[src/rtl/ctrl_pipe.sv]
// Pipelined MIPS control unit: ID decode plus ID/EX, EX/MEM and MEM/WB control registers
// with load-use bubbles, branch flush and external stall. Optional macro JAL_LINK_EN adds link writes.
module ctrl_pipe #(
   parameter int ALUOP_W = 3,
   parameter int CNT_W   = 16
) (
   input  logic                 clk,
   input  logic                 rst,
   input  logic [31:0]          instruction,
   input  logic                 stall_ext,
   input  logic                 flush,
   output logic                 id_ext_sel,
   output logic                 load_use,
   output logic [ALUOP_W+4:0]   ex_ctrl,
   output logic [3:0]           mem_ctrl,
   output logic [4:0]           mem_dst,
   output logic [1:0]           wb_ctrl,
   output logic [4:0]           wb_dst,
   output logic                 wb_link,
   output logic [CNT_W-1:0]     bubble_cnt
);

   localparam int EXW = ALUOP_W + 5;

   localparam logic [5:0] OP_RTYPE  = 6'd0;
   localparam logic [5:0] OP_REGIMM = 6'd1;
   localparam logic [5:0] OP_J      = 6'd2;
   localparam logic [5:0] OP_JAL    = 6'd3;
   localparam logic [5:0] OP_BEQ    = 6'd4;
   localparam logic [5:0] OP_BNE    = 6'd5;
   localparam logic [5:0] OP_BLEZ   = 6'd6;
   localparam logic [5:0] OP_BGTZ   = 6'd7;
   localparam logic [5:0] OP_ADDI   = 6'd8;
   localparam logic [5:0] OP_ADDIU  = 6'd9;
   localparam logic [5:0] OP_SLTI   = 6'd10;
   localparam logic [5:0] OP_SLTIU  = 6'd11;
   localparam logic [5:0] OP_ANDI   = 6'd12;
   localparam logic [5:0] OP_ORI    = 6'd13;
   localparam logic [5:0] OP_XORI   = 6'd14;
   localparam logic [5:0] OP_LUI    = 6'd15;
   localparam logic [5:0] OP_LW     = 6'd35;
   localparam logic [5:0] OP_SW     = 6'd43;
   localparam logic [5:0] FN_JR     = 6'd8;

   localparam logic [4:0] RT_BLTZ   = 5'd0;
   localparam logic [4:0] RT_BGEZ   = 5'd1;
   localparam logic [4:0] RT_BLTZAL = 5'd16;
   localparam logic [4:0] RT_BGEZAL = 5'd17;

   localparam logic [ALUOP_W-1:0] ALU_ADD   = ALUOP_W'(0);
   localparam logic [ALUOP_W-1:0] ALU_BR    = ALUOP_W'(1);
   localparam logic [ALUOP_W-1:0] ALU_RTYPE = ALUOP_W'(2);
   localparam logic [ALUOP_W-1:0] ALU_AND   = ALUOP_W'(3);
   localparam logic [ALUOP_W-1:0] ALU_OR    = ALUOP_W'(4);
   localparam logic [ALUOP_W-1:0] ALU_XOR   = ALUOP_W'(5);
   localparam logic [ALUOP_W-1:0] ALU_LUI   = ALUOP_W'(6);
   localparam logic [ALUOP_W-1:0] ALU_SLT   = ALUOP_W'(7);

   logic [5:0]          w_op;
   logic [5:0]          w_funct;
   logic [4:0]          w_rs;
   logic [4:0]          w_rt;
   logic [4:0]          w_rd;
   logic                w_unusedShamt;

   logic                w_regDst;
   logic                w_aluSrc;
   logic [ALUOP_W-1:0]  w_aluOp;
   logic [2:0]          w_azCtr;
   logic                w_jump;
   logic                w_branch;
   logic                w_memRead;
   logic                w_memWrite;
   logic                w_regWrite;
   logic                w_memtoReg;
   logic                w_extSel;
   logic                w_isBranch;
   logic                w_useRs;
   logic                w_useRt;
   logic                w_valid;
   logic                w_loadUse;
   logic [EXW-1:0]      w_idCtrl;
   logic [4:0]          w_exDst;

   logic [EXW-1:0]      r_exCtrl;
   logic [3:0]          r_exMem;
   logic [1:0]          r_exWb;
   logic [4:0]          r_exRt;
   logic [4:0]          r_exRd;
   logic [3:0]          r_memCtrl;
   logic [1:0]          r_memWb;
   logic [4:0]          r_memDst;
   logic [1:0]          r_wbCtrl;
   logic [4:0]          r_wbDst;
   logic [CNT_W-1:0]    r_bubbleCnt;

`ifdef JAL_LINK_EN
   logic                w_link;
   logic                r_exLink;
   logic                r_memLink;
   logic                r_wbLink;
`endif

   assign w_op          = instruction[31:26];
   assign w_rs          = instruction[25:21];
   assign w_rt          = instruction[20:16];
   assign w_rd          = instruction[15:11];
   assign w_funct       = instruction[5:0];
   assign w_unusedShamt = ^instruction[10:6];

   // Instruction decode; anything not recognised leaves every field at zero
   always_comb begin
      w_regDst   = 1'b0;
      w_aluSrc   = 1'b0;
      w_aluOp    = ALU_ADD;
      w_azCtr    = 3'd0;
      w_jump     = 1'b0;
      w_branch   = 1'b0;
      w_memRead  = 1'b0;
      w_memWrite = 1'b0;
      w_regWrite = 1'b0;
      w_memtoReg = 1'b0;
      w_extSel   = 1'b0;
      w_isBranch = 1'b0;
      w_useRt    = 1'b0;
      w_valid    = 1'b1;
`ifdef JAL_LINK_EN
      w_link     = 1'b0;
`endif
      case (w_op)
         OP_RTYPE: begin
            w_regDst = 1'b1;
            w_aluOp  = ALU_RTYPE;
            w_useRt  = 1'b1;
            if (w_funct == FN_JR) w_branch = 1'b1;
            else                  w_regWrite = 1'b1;
         end
         OP_LW: begin
            w_aluSrc   = 1'b1;
            w_extSel   = 1'b1;
            w_memRead  = 1'b1;
            w_regWrite = 1'b1;
            w_memtoReg = 1'b1;
         end
         OP_SW: begin
            w_aluSrc   = 1'b1;
            w_extSel   = 1'b1;
            w_memWrite = 1'b1;
            w_useRt    = 1'b1;
         end
         OP_ADDI, OP_ADDIU: begin
            w_aluSrc   = 1'b1;
            w_extSel   = 1'b1;
            w_regWrite = 1'b1;
         end
         OP_ANDI, OP_ORI, OP_XORI: begin
            w_aluSrc   = 1'b1;
            w_extSel   = 1'b1;
            w_regWrite = 1'b1;
            w_aluOp    = (w_op == OP_ANDI) ? ALU_AND : (w_op == OP_ORI) ? ALU_OR : ALU_XOR;
         end
         OP_LUI: begin
            w_aluSrc   = 1'b1;
            w_regWrite = 1'b1;
            w_aluOp    = ALU_LUI;
         end
         OP_SLTI, OP_SLTIU: begin
            w_aluSrc   = 1'b1;
            w_extSel   = (w_op == OP_SLTI);
            w_regWrite = 1'b1;
            w_aluOp    = ALU_SLT;
         end
         OP_BEQ: begin
            w_isBranch = 1'b1;
            w_useRt    = 1'b1;
         end
         OP_BNE: begin
            w_isBranch = 1'b1;
            w_useRt    = 1'b1;
            w_azCtr    = 3'd1;
         end
         OP_BLEZ: begin
            w_isBranch = 1'b1;
            w_azCtr    = 3'd5;
         end
         OP_BGTZ: begin
            w_isBranch = 1'b1;
            w_azCtr    = 3'd2;
         end
         OP_REGIMM: begin
            w_isBranch = 1'b1;
            case (w_rt)
               RT_BLTZ: w_azCtr = 3'd4;
               RT_BGEZ: w_azCtr = 3'd6;
               RT_BLTZAL, RT_BGEZAL: begin
                  w_azCtr = (w_rt == RT_BLTZAL) ? 3'd7 : 3'd6;
`ifdef JAL_LINK_EN
                  w_regWrite = 1'b1;
                  w_link     = 1'b1;
`endif
               end
               default: begin
                  w_isBranch = 1'b0;
                  w_valid    = 1'b0;
               end
            endcase
         end
         OP_J: w_jump = 1'b1;
`ifdef JAL_LINK_EN
         OP_JAL: begin
            w_jump     = 1'b1;
            w_regWrite = 1'b1;
            w_link     = 1'b1;
         end
`endif
         default: w_valid = 1'b0;
      endcase
      if (w_isBranch) begin
         w_extSel = 1'b1;
         w_branch = 1'b1;
         w_aluOp  = ALU_BR;
      end
      w_useRs = w_valid & (w_op != OP_J) & (w_op != OP_JAL) & (w_op != OP_LUI);
   end

   assign w_idCtrl  = {w_azCtr, w_regDst, w_aluOp, w_aluSrc};
   assign w_loadUse = r_exMem[1] & (r_exRt != 5'd0) &
                      ((w_useRs & (w_rs == r_exRt)) | (w_useRt & (w_rt == r_exRt)));

`ifdef JAL_LINK_EN
   assign w_exDst = r_exLink ? 5'd31 : (r_exCtrl[ALUOP_W+1] ? r_exRd : r_exRt);
`else
   assign w_exDst = r_exCtrl[ALUOP_W+1] ? r_exRd : r_exRt;
`endif

   // ID/EX: flush beats stall; a load-use hazard swaps the decode for a bubble
   always_ff @(posedge clk or posedge rst) begin
      if (rst) begin
         r_exCtrl <= '0;
         r_exMem  <= '0;
         r_exWb   <= '0;
         r_exRt   <= '0;
         r_exRd   <= '0;
      end else if (flush || (!stall_ext && w_loadUse)) begin
         r_exCtrl <= '0;
         r_exMem  <= '0;
         r_exWb   <= '0;
         r_exRt   <= '0;
         r_exRd   <= '0;
      end else if (!stall_ext) begin
         r_exCtrl <= w_idCtrl;
         r_exMem  <= {w_jump, w_branch, w_memRead, w_memWrite};
         r_exWb   <= {w_regWrite, w_memtoReg};
         r_exRt   <= w_valid ? w_rt : 5'd0;
         r_exRd   <= w_valid ? w_rd : 5'd0;
      end
   end

   // EX/MEM: destination resolves here, and writes to $0 are dropped
   always_ff @(posedge clk or posedge rst) begin
      if (rst) begin
         r_memCtrl <= '0;
         r_memWb   <= '0;
         r_memDst  <= '0;
      end else if (flush) begin
         r_memCtrl <= '0;
         r_memWb   <= '0;
         r_memDst  <= '0;
      end else if (!stall_ext) begin
         r_memCtrl <= r_exMem;
         r_memWb   <= {r_exWb[1] & (w_exDst != 5'd0), r_exWb[0]};
         r_memDst  <= w_exDst;
      end
   end

   always_ff @(posedge clk or posedge rst) begin
      if (rst) begin
         r_wbCtrl <= '0;
         r_wbDst  <= '0;
      end else if (!stall_ext) begin
         r_wbCtrl <= r_memWb;
         r_wbDst  <= r_memDst;
      end
   end

   always_ff @(posedge clk or posedge rst) begin
      if (rst) begin
         r_bubbleCnt <= '0;
      end else if (!flush && !stall_ext && w_loadUse && (r_bubbleCnt != '1)) begin
         r_bubbleCnt <= r_bubbleCnt + CNT_W'(1);
      end
   end

`ifdef JAL_LINK_EN
   // Link bit follows the same hold/squash rules as the bundle it belongs to
   always_ff @(posedge clk or posedge rst) begin
      if (rst) begin
         r_exLink  <= 1'b0;
         r_memLink <= 1'b0;
         r_wbLink  <= 1'b0;
      end else begin
         if (flush || (!stall_ext && w_loadUse)) r_exLink <= 1'b0;
         else if (!stall_ext)                    r_exLink <= w_valid & w_link;
         if (flush)           r_memLink <= 1'b0;
         else if (!stall_ext) r_memLink <= r_exLink;
         if (!stall_ext)      r_wbLink  <= r_memLink;
      end
   end

   assign wb_link = r_wbLink;
`else
   assign wb_link = 1'b0;
`endif

   assign id_ext_sel = w_extSel;
   assign load_use   = w_loadUse;
   assign ex_ctrl    = r_exCtrl;
   assign mem_ctrl   = r_memCtrl;
   assign mem_dst    = r_memDst;
   assign wb_ctrl    = r_wbCtrl;
   assign wb_dst     = r_wbDst;
   assign bubble_cnt = r_bubbleCnt;

endmodule

[config.mk]
export PLATFORM = sky130hd
export DESIGN_NAME = ctrl_pipe
export DESIGN_NICKNAME = d
export VERILOG_FILES = /design/src/rtl/ctrl_pipe.sv
export SDC_FILE = /design/constraint.sdc
export NUM_CORES = 1
export LEC_CHECK = 0
export BUFFER_PORTS_ARGS = -buffer_cell sky130_fd_sc_hd__buf_2
export CORE_UTILIZATION = 53
export DETAILED_ROUTE_END_ITERATION = 16
export GPL_ROUTABILITY_DRIVEN = 1
export HOLD_SLACK_MARGIN = 0.03
export PLACE_DENSITY_LB_ADDON = 0.3
export SLEW_MARGIN = 20
export SYNTH_ARGS = -nofsm -noshare
export SYNTH_HDL_FRONTEND = slang
export SYNTH_SLANG_ARGS = --single-unit
[constraint.sdc]
create_clock -name clk -period 2.7 [get_ports clk]
set_clock_uncertainty 0.2 [all_clocks]
set_input_delay 0.27 -clock clk [delete_from_list [all_inputs] [get_ports clk]]
set_output_delay 0.27 -clock clk [all_outputs]
set_load 0.005 [all_outputs]
## After elaboration in Yosys (flattened, before gate mapping)

Cells that the tools add are included.

- Add/subtract/negate cells: 1
- $mul: 0
- Divide/modulo/power cells: 0
- Magnitude comparators: 0
- Equal/unequal tests: 28
- Shift-type cells: 0
- Mux-type cells: 42
- Bitwise gates (word level): 9
- Reductions and logical operators: 21

Operators with widths:

| operator | number |
|---|---|
| equality test 6 x 4 -> 1 bit (second input constant) | 9 |
| 2-to-1 mux 5 bit | 9 |
| equality test 6 x 3 -> 1 bit (second input constant) | 4 |
| case mux 3 bit (4 select lines) | 2 |
| adder 16 x 1 -> 16 bit (second input constant) | 1 |
| 2-to-1 mux 4 bit | 4 |
| 2-to-1 mux 8 bit | 2 |
| inequality test 16 bit (second input constant) | 1 |
| OR reduction 16 bit | 1 |
| 2-to-1 mux 1 bit | 14 |
| equality test 6 bit (second input constant) | 2 |
| inequality test 6 x 2 -> 1 bit (second input constant) | 2 |
| OR reduction 4 bit | 3 |
| equality test 5 bit | 2 |
| equality test 5 bit (second input constant) | 2 |
| nonzero test 5 bit | 2 |
| OR reduction 10 bit | 1 |
| case mux 3 bit (3 select lines) | 1 |
| OR reduction 9 bit | 1 |
| AND 1 bit | 8 |
| 2-to-1 mux 2 bit | 4 |
| case mux 1 bit (2 select lines) | 4 |
| OR reduction 7 bit | 1 |
| equality test 6 x 1 -> 1 bit (second input constant) | 1 |
| 13 further kinds | 20 |

- Register bits: 58
- Latch bits: 0
- Bits in writable memories: 0
- Memory bits (read-only): 0
- Input port bits: 36
- Output and inout bits: 43
- Word-level logic and storage cells: 112
- Memories kept: 0

## Longest topological paths before layout

Gate-level depths: netlist of the first run.

- Depth after elaboration: 13
- Mapped depth: 9

## Least setup slack after synthesis of the first run

OpenSTA, ideal clock, no wires.

- Path kind: input -> register
- Start point: input instruction[29]
- End point: register r_bubbleCnt[1], in the netlist bubble_cnt[1]
- Setup time: 0.125 ns
- Arrival time: 2.085 ns
- Data required time: 2.375 ns
- Slack: 0.290 ns
- Stages: 7
- Cell sequence: buf_6 -> or4_4 -> o31ai_4 -> nor2_2 -> o22ai_4 -> and2_1 -> mux2_2

- Longest elaborated chain between the ends: 11
- Elaborated cells between the ends (all ways): 33
- Classes of those cells: eq/ne: 19; mux: 2; bitwise: 7; reduce/logical: 5

Ends and longest elaborated chain:

| element | RTL line | text |
|---|---|---|
| from (decl) | 9 | `input logic [31:0] instruction,` |
| equality test 6 x 4 -> 1 bit, or another cell as far along | 130 | `case (w_op)` |
| OR reduction 16 bit (no line) | - |  |
| case mux 1 bit (2 select lines) | 130 |  |
| AND 1 bit (3 in series) | 223 | `w_useRs = w_valid & (w_op != OP_J) & (w_op != OP_JAL) & (w_op != OP_LUI);` |
| AND 1 bit | 228 | `((w_useRs & (w_rs == r_exRt)) \| (w_useRt & (w_rt == r_exRt)));` |
| bitwise OR 1 bit * | 228 |  |
| AND 1 bit * | 227 | `assign w_loadUse = r_exMem[1] & (r_exRt != 5'd0) &` |
| logical AND 1 bit * (2 in series) | 289 | `end else if (!flush && !stall_ext && w_loadUse && (r_bubbleCnt != '1)) begin` |
| to (signal assigned) | 290 | `r_bubbleCnt <= r_bubbleCnt + CNT_W'(1);` |
| to (decl) | 95 | `logic [CNT_W-1:0] r_bubbleCnt;` |

Every way passes the cells marked *; elsewhere a longest branch is shown, timed or not.
A chain may end at the register's enable or synchronous reset.

## Worst setup path in the final report of the first run

- Start point: register r_exRt[0]
- End point: output load_use

- Longest elaborated chain between the ends: 4
- Elaborated cells between the ends (all ways): 8
- Classes of those cells: eq/ne: 2; bitwise: 5; reduce/logical: 1

Ends and longest elaborated chain:

| element | RTL line | text |
|---|---|---|
| from (decl) | 88 | `logic [4:0] r_exRt;` |
| from (signal assigned) | 254 | `r_exRt <= w_valid ? w_rt : 5'd0;` |
| equality test 5 bit | 228 |  |
| AND 1 bit | 228 |  |
| bitwise OR 1 bit | 228 |  |
| AND 1 bit * | 227 |  |
| to (decl) | 13 | `output logic load_use,` |

Marks and branches as above.

==> results of run 1 <==
[worst max-delay path, delay by kind of cell, from the launching register on]
| family | cells | cell delay (ns) |
|---|---|---|
| AOI/OAI and AO/OA | 2 | 0.34 |
| buffers and inverters | 2 | 0.35 |
| DFF | 1 | 0.39 |
| and+or+nand+nor | 2 | 0.74 |
[synthesized netlist by cell type (4+ instances only)]
library cell  number
a21oi_1           22
nand3_2            6
nand3_1            7
nand2_1           19
xor2_1            11
dfrtp_1           56
or3_1              9
clkbuf_1          11
a22o_1            10
mux2_2             8
mux2i_1            9
inv_1              4
and3_1             8
nor3_1            11
nor2_1            30
nand4_1            6
xnor2_1           15
[flip-flops by register name (all words and copies together) (netlist names)]
name	flops
mem_dst	5
r_exRd	5
r_memWb	1
wb_ctrl	2
wb_dst	5
r_exWb	1
r_exRt	5
bubble_cnt	16
mem_ctrl	4
ex_ctrl	8
r_exMem	4
[layer usage]
layer	vias to the layer above	track usage, %	share of wire, %
li1	1235	-	-
met3	12	3.647	4.2
met4	0	8.491	2.3
met2	76	39.20	49
met1	1201	30.97	44
met5	-	0	0
[logic make-up after synthesis]
kind of cell               after synthesis  share of synthesized area [%]
and+or+nand+nor                        125                          23.63
muxes                                   17                          5.990
adders and majority gates                1                         0.4159
buffers and inverters                   23                          4.284
xor gates and xnor gates                26                          7.571
AOI/OAI and AO/OA                       49                          11.40
other                                    1                         0.1247
DFF                                     56                          46.59
[per-stage QoR]
stage / area [um2] / util [%] / std cells / total power (W)
floorplan: 3008 / - / 298 / 0.0009683
global placement: 3457 / 63.17 / 438 / 0.001024
detailed placement: 3457 / 63.17 / 438 / 0.001028
CTS: 3659 / 66.85 / 455 / 0.001575
global route: 3659 / 66.85 / 455 / 0.001637
finish: 3659 / 66.85 / 455 / 0.001568
[power by group through the flow]
stage / sequential [W] / clock, W / combinational, W
finish: 0.000854 / 0.000545 / 0.000169
global route: 0.000855 / 0.000595 / 0.000186
CTS: 0.000854 / 0.000552 / 0.000169
detailed placement: 0.000870 / 0 / 0.000158
global placement: 0.000870 / 0 / 0.000155
floorplan: 0.000871 / 0 / 0.0000976
[how the worst max path moves through the flow]
stage,end,cells past startpoint
2_1_floorplan,bubble_cnt[1],7
3_3_place_gp,ex_ctrl[3],8
3_5_place_dp,ex_ctrl[3],8
4_1_cts,load_use,7
5_1_grt,load_use,7
6_report,load_use,6
[cell type report]
class | instances | area, um2 | area share, %
Timing Repair Buffer | 96 | 563.0 | 15.39
Clock inverter | 3 | 42.54 | 1.163
Sequential cell | 56 | 1401 | 38.30
Clock buffer | 5 | 68.82 | 1.881
Multi-Input combinational cell | 219 | 1478 | 40.39
Tap cell | 72 | 90.09 | 2.462
Inverter | 4 | 15.01 | 0.4104
[timing repair]
action	CTS	global route
endpoints found under the hold margin	31	0
setup buffers	0	0
gates resized for setup	0	0
hold buffers	9	0
==> impl_metrics.env, run 1 <==
export IMPL_pwr_share_seq_pct=54.5
export IMPL_path_cells="or4_1 > o21ai_1 > nand4b_1 > o22ai_4 > buf_4 > buf_2"
export IMPL_power_switching_w=0.0003760
export IMPL_drv_slew=0
export IMPL_path_class="reg2out"
export IMPL_drcViolationCount=0
export IMPL_drt_iter0_markers=182
export IMPL_antenna_cells=0
export IMPL_synthCells=298
export IMPL_synthArstFlopShare_pct=100.0
export IMPL_rows=27
export IMPL_antenna_found_initial=0
export IMPL_crit_path_max_fanout=15
export IMPL_num_nets_final=419
export IMPL_grt_util_all_layers_pct=23.51
export IMPL_p_int_w=0.001192
export IMPL_max_freq_mhz=384.2
export IMPL_tns_ns=0
export IMPL_synth_ff_type="dfrtp_1"
export IMPL_synth_fp_nets=335
export IMPL_yosysTopAreaCellShare_pct=46.59
export IMPL_p_leak_nw=1.792
export IMPL_die_w_um=77.34
export IMPL_clkSinkCount=56
export IMPL_holdWs_ns=0.04919
export IMPL_routabilityCongestion=0.8818
export IMPL_p_comb_share_pct=10.8
export IMPL_grt_pass1_wl_um=11120
export IMPL_antenna_left=0
export IMPL_peakVddDrop_mv=0.2393
export IMPL_pwr_density_cell_nw_per_um2=428.6
export IMPL_layout_commonest_cell="buf_2"
export IMPL_cp_slowest_cell="or4_1"
export IMPL_drive_above_1_share_pct=31.33
export IMPL_hold_start="instruction[20]"
export IMPL_worst_slack_ns=0.09690
export IMPL_hold_violations=0
export IMPL_rr_worst_depth=7
export IMPL_synth_largest_area_cell="dfrtp_1"
export IMPL_clkTransAtPathRegs_ns=0.09
export IMPL_htree_levels=2
export IMPL_syn2layout_area_growth_pct=21.63
export IMPL_grt_max_degree=48
export IMPL_p_clk_share_pct=34.8
export IMPL_yosysSeqAreaShare_pct=46.59
export IMPL_slowest_delay_ns=0.55
export IMPL_wl_um=6548
export IMPL_wl_per_cell_um=14.39
export IMPL_start_kind="flop"
export IMPL_min_path_cells=2
export IMPL_hp_class="in2reg"
export IMPL_vias=2524
export IMPL_clk_latency_ns=0.31
export IMPL_slew_headroom_pct=66.63
export IMPL_cts_root_buf="clkbuf_8"
export IMPL_rsz0062_at_grt="false"
export IMPL_ys_top_cells_by_area="dfrtp_1 (47%), xnor2_1 (4.4%), nor2_1 (3.7%)"
export IMPL_fin_crit_ns=2.603
export IMPL_ys_seq_elements=56
export IMPL_n_fill_cell=490
export IMPL_design_portCount=79
export IMPL_grt_overflow=0
export IMPL_worstReg2RegStart="r_exRt[0]"
export IMPL_dp_hpwl_um=4680
export IMPL_crit_start="r_exRt[0]"
export IMPL_start_util_pct=54.96
export IMPL_firstDrtPassIters=4
export IMPL_worstMarginPinSlew_ns=0.4998
export IMPL_via_per_inst=5.547
export IMPL_status="finished, final reports clean"
export IMPL_regToRegEndpoint="ex_ctrl[3]"
export IMPL_syn_area_um2=3008
export IMPL_setup_violations=0
export IMPL_grt_pass1_vias=2410
export IMPL_synth_area_per_cell_um2=10.09
export IMPL_fp_dieArea_um2=5981
export IMPL_synth_edff_count=0
export IMPL_crit_required_ns=2.23
export IMPL_cts_tree="done"
export IMPL_rrSetupSlack_ns=0.14
export IMPL_cts_buffers=5
export IMPL_maxCapViolations=0
export IMPL_holdPathEnd="r_exRt[4]"
export IMPL_dpl_worst_slack_ns=0.08882
export IMPL_core_area_um2=5473
export IMPL_arrival_ns=2.13
export IMPL_sw_frac_of_total_pct=23.98
export IMPL_fin_crit_sh_pct=96.41
export IMPL_io_buffers=72
export IMPL_final_cell_mix="buf_2 (72), dfrtp_1 (56), nor2_1 (30)"
export IMPL_clockBufferDepth=2
export IMPL_yosysWarnings=0
export IMPL_synth_cell_types=51
export IMPL_die_height_um=77.34
export IMPL_critPathCaptureType="primary output"
(Power assumes the default switching activity.)
==> inputs of run 2 (changes only) <==
==> constraint.sdc (replaced) <==
create_clock -name clk -period 2.7 [get_ports clk]
set_clock_uncertainty 0.2 [all_clocks]
set_input_delay 0.27 -clock clk [delete_from_list [all_inputs] [get_ports clk]]
set_output_delay 0.27 -clock clk [all_outputs]
set_load 0.01 [all_outputs]
==> impl_metrics.env, run 2 (synthesized netlist as in run 1, its figures left out) <==
export IMPL_critPathCaptureType="primary output"
export IMPL_clkSinkCount=56
export IMPL_slew_headroom_pct=57.29
export IMPL_grt_overflow=0
export IMPL_wl_um=6547
export IMPL_rows=27
export IMPL_clk_latency_ns=0.31
export IMPL_via_per_inst=5.474
export IMPL_grt_max_degree=48
export IMPL_gr_usage_met3_pct=3.294
export IMPL_regToRegEndpoint="ex_ctrl[3]"
export IMPL_utilization_pct=66.71
export IMPL_p_int_w=0.001123
export IMPL_max_freq_mhz=390.8
export IMPL_holdPathEnd="r_exRt[4]"
export IMPL_pwr_density_cell_nw_per_um2=409.1
export IMPL_cts_root_buf="clkbuf_8"
export IMPL_cts_tree="done"
export IMPL_dp_hpwl_um=4722
export IMPL_final_cell_mix="buf_2 (72), dfrtp_1 (56), nor2_1 (30)"
export IMPL_status="finished, final reports clean"
export IMPL_io_buffers=72
export IMPL_antenna_left=0
export IMPL_drv_slew=0
export IMPL_fin_crit_ns=2.559
export IMPL_layout_commonest_cell="buf_2"
export IMPL_tns_ns=0
export IMPL_n_fill_cell=463
export IMPL_antenna_cells=0
export IMPL_slowest_delay_ns=0.39
export IMPL_p_leak_nw=1.795
export IMPL_rr_worst_depth=7
export IMPL_pwr_share_seq_pct=57.2
export IMPL_start_kind="flop"
export IMPL_busiest_layer="met2"
export IMPL_path_cells="buf_4 > xor2_1 > nor4_1 > nand3_1 > o22ai_4 > buf_6 > buf_2"
export IMPL_firstDrtPassIters=7
export IMPL_crit_required_ns=2.23
export IMPL_fin_crit_sh_pct=94.77
export IMPL_p_clk_share_pct=31.3
export IMPL_hold_violations=0
export IMPL_arrival_ns=2.09
export IMPL_rrSetupSlack_ns=0.16
export IMPL_fp_dieArea_um2=5981
export IMPL_power_switching_w=0.0003702
export IMPL_start_util_pct=54.96
export IMPL_grt_pass1_wl_um=11020
export IMPL_setup_violations=0
export IMPL_power_w=0.001493
export IMPL_rsz0062_at_grt="false"
export IMPL_crit_family="buffers and inverters"
export IMPL_num_nets_final=420
export IMPL_p_comb_share_pct=11.5
export IMPL_drcViolationCount=0
export IMPL_vias=2496
export IMPL_routabilityCongestion=0.8377
export IMPL_design_portCount=79
export IMPL_grt_pass1_vias=2365
export IMPL_peakVddDrop_mv=0.2396
export IMPL_hp_class="in2reg"
export IMPL_cts_buffers=5
export IMPL_min_path_cells=2
export IMPL_cp_slowest_cell="dfrtp_1"
export IMPL_clockBufferDepth=2
export IMPL_cts_setup_buffers=0
export IMPL_syn2layout_area_growth_pct=21.38
export IMPL_worstMarginPinSlew_ns=0.6398
export IMPL_maxCapViolations=0
export IMPL_sw_frac_of_total_pct=24.79
export IMPL_crit_path_max_fanout=15
export IMPL_clkTransAtPathRegs_ns=0.09
export IMPL_drive_above_1_share_pct=31.51
export IMPL_crit_start="r_exRt[3]"
export IMPL_core_area_um2=5473
export IMPL_hold_start="instruction[20]"
export IMPL_grt_util_all_layers_pct=23.19
export IMPL_die_height_um=77.34
export IMPL_largest_reg_flops=16
export IMPL_holdWs_ns=0.04693
export IMPL_drt_iter0_markers=132
export IMPL_wl_per_cell_um=14.36
export IMPL_die_w_um=77.34
export IMPL_path_class="reg2out"
export IMPL_htree_levels=2
export IMPL_use_met1_pct=32.28
export IMPL_antenna_found_initial=0
export IMPL_use_met2_pct=37.26
export IMPL_worstReg2RegStart="r_exRt[0]"
export IMPL_worst_path_buf_inv=3
run 2: worst register-to-register path: cells and delay by family (launching register included):
| kind | cells | cell delay, ns |
|---|---|---|
| buffers and inverters | 1 | 0.18 |
| flip-flops | 1 | 0.38 |
| AND/OR/NAND/NOR | 3 | 1.24 |
| AO/OA/AOI/OAI | 3 | 0.46 |
run 2: final cells by class:
type                    instances  area, um2  share of cell area (%)
clock buffers                   6      82.58                   2.262
clock inverters                 2      10.01                  0.2742
inverters                       4      15.01                  0.4112
multi-input cells             219       1478                   40.47
flip-flops and latches         56       1401                   38.38
well taps                      72      90.09                   2.467
repair buffers                 97      574.3                   15.73
run 2: worst max-delay path by stage:
stage | end | cells past startpoint | slack [ns]
after floorplan | bubble_cnt[1] | 7 | 0.29
after global placement | ex_ctrl[3] | 8 | 0.14
after detailed placement | ex_ctrl[3] | 8 | 0.11
after CTS | load_use | 7 | 0.08
after global routing | ex_ctrl[3] | 7 | 0.02
final | load_use | 7 | 0.14
run 2: stage by stage:
| step | instances | instance area (um2) | setup WS [ns] |
|---|---|---|---|
| global placement | 439 | 3465 | 0.1420 |
| floorplan | 298 | 3008 | 0.2899 |
| finish | 456 | 3651 | 0.1412 |
| CTS | 456 | 3647 | 0.07585 |
| detailed placement | 439 | 3465 | 0.1117 |
| global route | 456 | 3651 | 0.01950 |
run 2: power groups by stage:
| stage | Combinational [W] | Sequential [W] | Clock [W] |
|---|---|---|---|
| after detailed placement | 0.000161 | 0.000870 | 0 |
| after floorplan | 0.0000984 | 0.000872 | 0 |
| final | 0.000172 | 0.000854 | 0.000468 |
| after global routing | 0.000191 | 0.000855 | 0.000511 |
| after CTS | 0.000172 | 0.000854 | 0.000480 |
| after global placement | 0.000158 | 0.000870 | 0 |
run 2: routing by layer:
layer / part of all wire (%) / wire [um] / vias to the layer above
li1: - / - / 1223
met1: 46 / 3044 / 1196
met2: 48 / 3131 / 69
met3: 4.2 / 275 / 8
met4: 1.5 / 95 / 0
met5: 0 / 0 / -
run 2: repair_timing:
action                     in CTS  in global routing
gates resized for setup         0                  1
setup endpoints to repair       0                  1
hold buffers                    9                  0
hold endpoints to repair       38                  0
==> inputs of run 3 (changes only) <==
==> constraint.sdc (replaced) <==
create_clock -name clk -period 2.8 [get_ports clk]
set_clock_uncertainty 0.2 [all_clocks]
set_input_delay 0.28 -clock clk [delete_from_list [all_inputs] [get_ports clk]]
set_output_delay 0.28 -clock clk [all_outputs]
set_load 0.1 [all_outputs]
==> impl_metrics.env, run 3 (synthesized netlist as in run 1, its figures left out) <==
export IMPL_grt_pass1_wl_um=10640
export IMPL_drt_iter0_markers=127
export IMPL_path_class="in2out"
export IMPL_wl_um=6389
export IMPL_start_util_pct=54.96
export IMPL_antenna_cells=0
export IMPL_die_w_um=77.34
export IMPL_drive_above_1_share_pct=30.77
export IMPL_postPlaceCellArea_um2=3450
export IMPL_grt_pass1_vias=2316
export IMPL_htree_levels=2
export IMPL_via_per_inst=5.463
export IMPL_fp_dieArea_um2=5981
export IMPL_cp_slowest_cell="or4_4"
export IMPL_routabilityCongestion=0.8772
export IMPL_worst_path_buf_inv=3
export IMPL_maxCapViolations=0
export IMPL_fin_crit_sh_pct=95.03
export IMPL_critPathCaptureType="primary output"
export IMPL_slew_headroom_pct=61.74
export IMPL_tns_ns=0
export IMPL_cts_resized_gates=0
export IMPL_grt_overflow=0
export IMPL_num_nets_final=413
export IMPL_clkSinkCount=56
export IMPL_clockBufferDepth=2
export IMPL_n_fill_cell=452
export IMPL_grt_max_degree=48
export IMPL_setup_violations=0
export IMPL_arrival_ns=2.18
export IMPL_largest_reg_flops=16
export IMPL_crit_path_max_fanout=15
export IMPL_pwr_density_cell_nw_per_um2=424.8
export IMPL_hp_class="in2reg"
export IMPL_firstDrtPassIters=4
export IMPL_syn2layout_area_growth_pct=20.26
export IMPL_hold_violations=0
export IMPL_rsz0062_at_grt="false"
export IMPL_cts_tree="done"
export IMPL_crit_family="simple AND/OR/NAND/NOR gates"
export IMPL_slowest_delay_ns=0.58
export IMPL_cts_setup_buffers=0
export IMPL_cts_buffers=5
export IMPL_final_cell_mix="buf_2 (71), dfrtp_1 (56), nor2_1 (30)"
export IMPL_status="finished, final reports clean"
export IMPL_layout_commonest_cell="buf_2"
export IMPL_rows=27
export IMPL_max_freq_mhz=375.8
export IMPL_peakVddDrop_mv=0.2424
export IMPL_antenna_found_initial=0
export IMPL_worstMarginPinSlew_ns=0.5696
export IMPL_cts_root_buf="clkbuf_8"
export IMPL_seqCellArea_um2=1401
export IMPL_p_leak_nw=1.767
export IMPL_core_area_um2=5473
export IMPL_wl_per_cell_um=14.23
export IMPL_fin_area_um2=3617
export IMPL_antenna_left=0
export IMPL_drv_slew=0
export IMPL_path_cells="buf_2 > or4_4 > o31ai_4 > nor2_2 > o22ai_4 > buf_4 > buf_12"
export IMPL_grt_util_all_layers_pct=22.28
export IMPL_clkTransAtPathRegs_ns=0.09
export IMPL_start_kind="input pin"
export IMPL_dp_hpwl_um=4659
export IMPL_multi_input_area_um2=1478
export IMPL_fin_crit_ns=2.661
export IMPL_io_buffers=72
export IMPL_vias=2453
export IMPL_crit_required_ns=2.32
export IMPL_die_height_um=77.34
export IMPL_holdWs_ns=0.03876
export IMPL_drcViolationCount=0
export IMPL_design_portCount=79
export IMPL_clk_latency_ns=0.30
run 3: cell types whose count changed in the layout (fill, tap and decap cells not counted):
| cell | change |
|---|---|
| buf_12 | +1 |
| clkbuf_8 | -1 |
| buf_2 | -1 |
| buf_4 | -3 |
| buf_6 | -1 |
| bufinv_16 | +1 |
| dlygate4sd3_1 | -3 |
| clkbuf_1 | +1 |
| clkinv_2 | -1 |
run 3: stage by stage:
step	setup WS, ns	util (%)	std cells	total power [W]
floorplan	0.05063	-	298	0.0009766
finish	0.1392	66.10	449	0.001537
detailed placement	0.1452	63.03	435	0.001033
global placement	0.1616	63.03	435	0.001029
CTS	0.1446	66.10	449	0.001548
global route	0.03487	66.10	449	0.001599
run 3: where the power goes:
part | switching (W) | leakage, nW | total (W) | internal, W
logic | 0.000136 | 0.932 | 0.000199 | 0.0000630
clock network | 0.000248 | 0.0552 | 0.000514 | 0.000266
registers | 0.00000675 | 0.779 | 0.000824 | 0.000817
total | 0.000391 | 1.77 | 0.00154 | 0.00115
run 3: metal layers:
metal | vias up | GRT usage [%] | part of all wire, % | wire length, um
met5 | - | 0 | 0 | 0
met4 | 0 | 5.094 | 0.91 | 58
met3 | 5 | 3.529 | 2.9 | 187
met2 | 51 | 38.05 | 49 | 3159
met1 | 1179 | 29.74 | 47 | 2983
li1 | 1218 | - | - | -
run 3: final timing paths:
check | cells after the start | endpoint | slack, ns | from
worst max-delay path | 7 | load_use | 0.14 | instruction[28]
worst min-delay path | 2 | r_exRt[1] | 0.04 | instruction[17]
worst max register to register | 7 | ex_ctrl[3] | 0.28 | r_exRt[0]
worst min register to register | 1 | bubble_cnt[6] | 0.29 | bubble_cnt[6]
max in group asynchronous | 4 | r_exWb[1] | 1.47 | rst
min in group asynchronous | 3 | wb_dst[0] | 0.30 | rst
run 3: area by class of cell:
cell class,count,share of cell area [%]
sequential,56,38.74
tap,72,2.490
clock inverter,2,0.9685
multi-input combinational,219,40.85
clock buffer,6,2.006
timing repair buffer,90,14.53
inverter,4,0.4151
run 3: repair_timing:
| action | in CTS | in global routing |
|---|---|---|
| endpoints found under the setup margin | 0 | 0 |
| hold buffers | 6 | 0 |
| endpoints found under the hold margin | 22 | 0 |
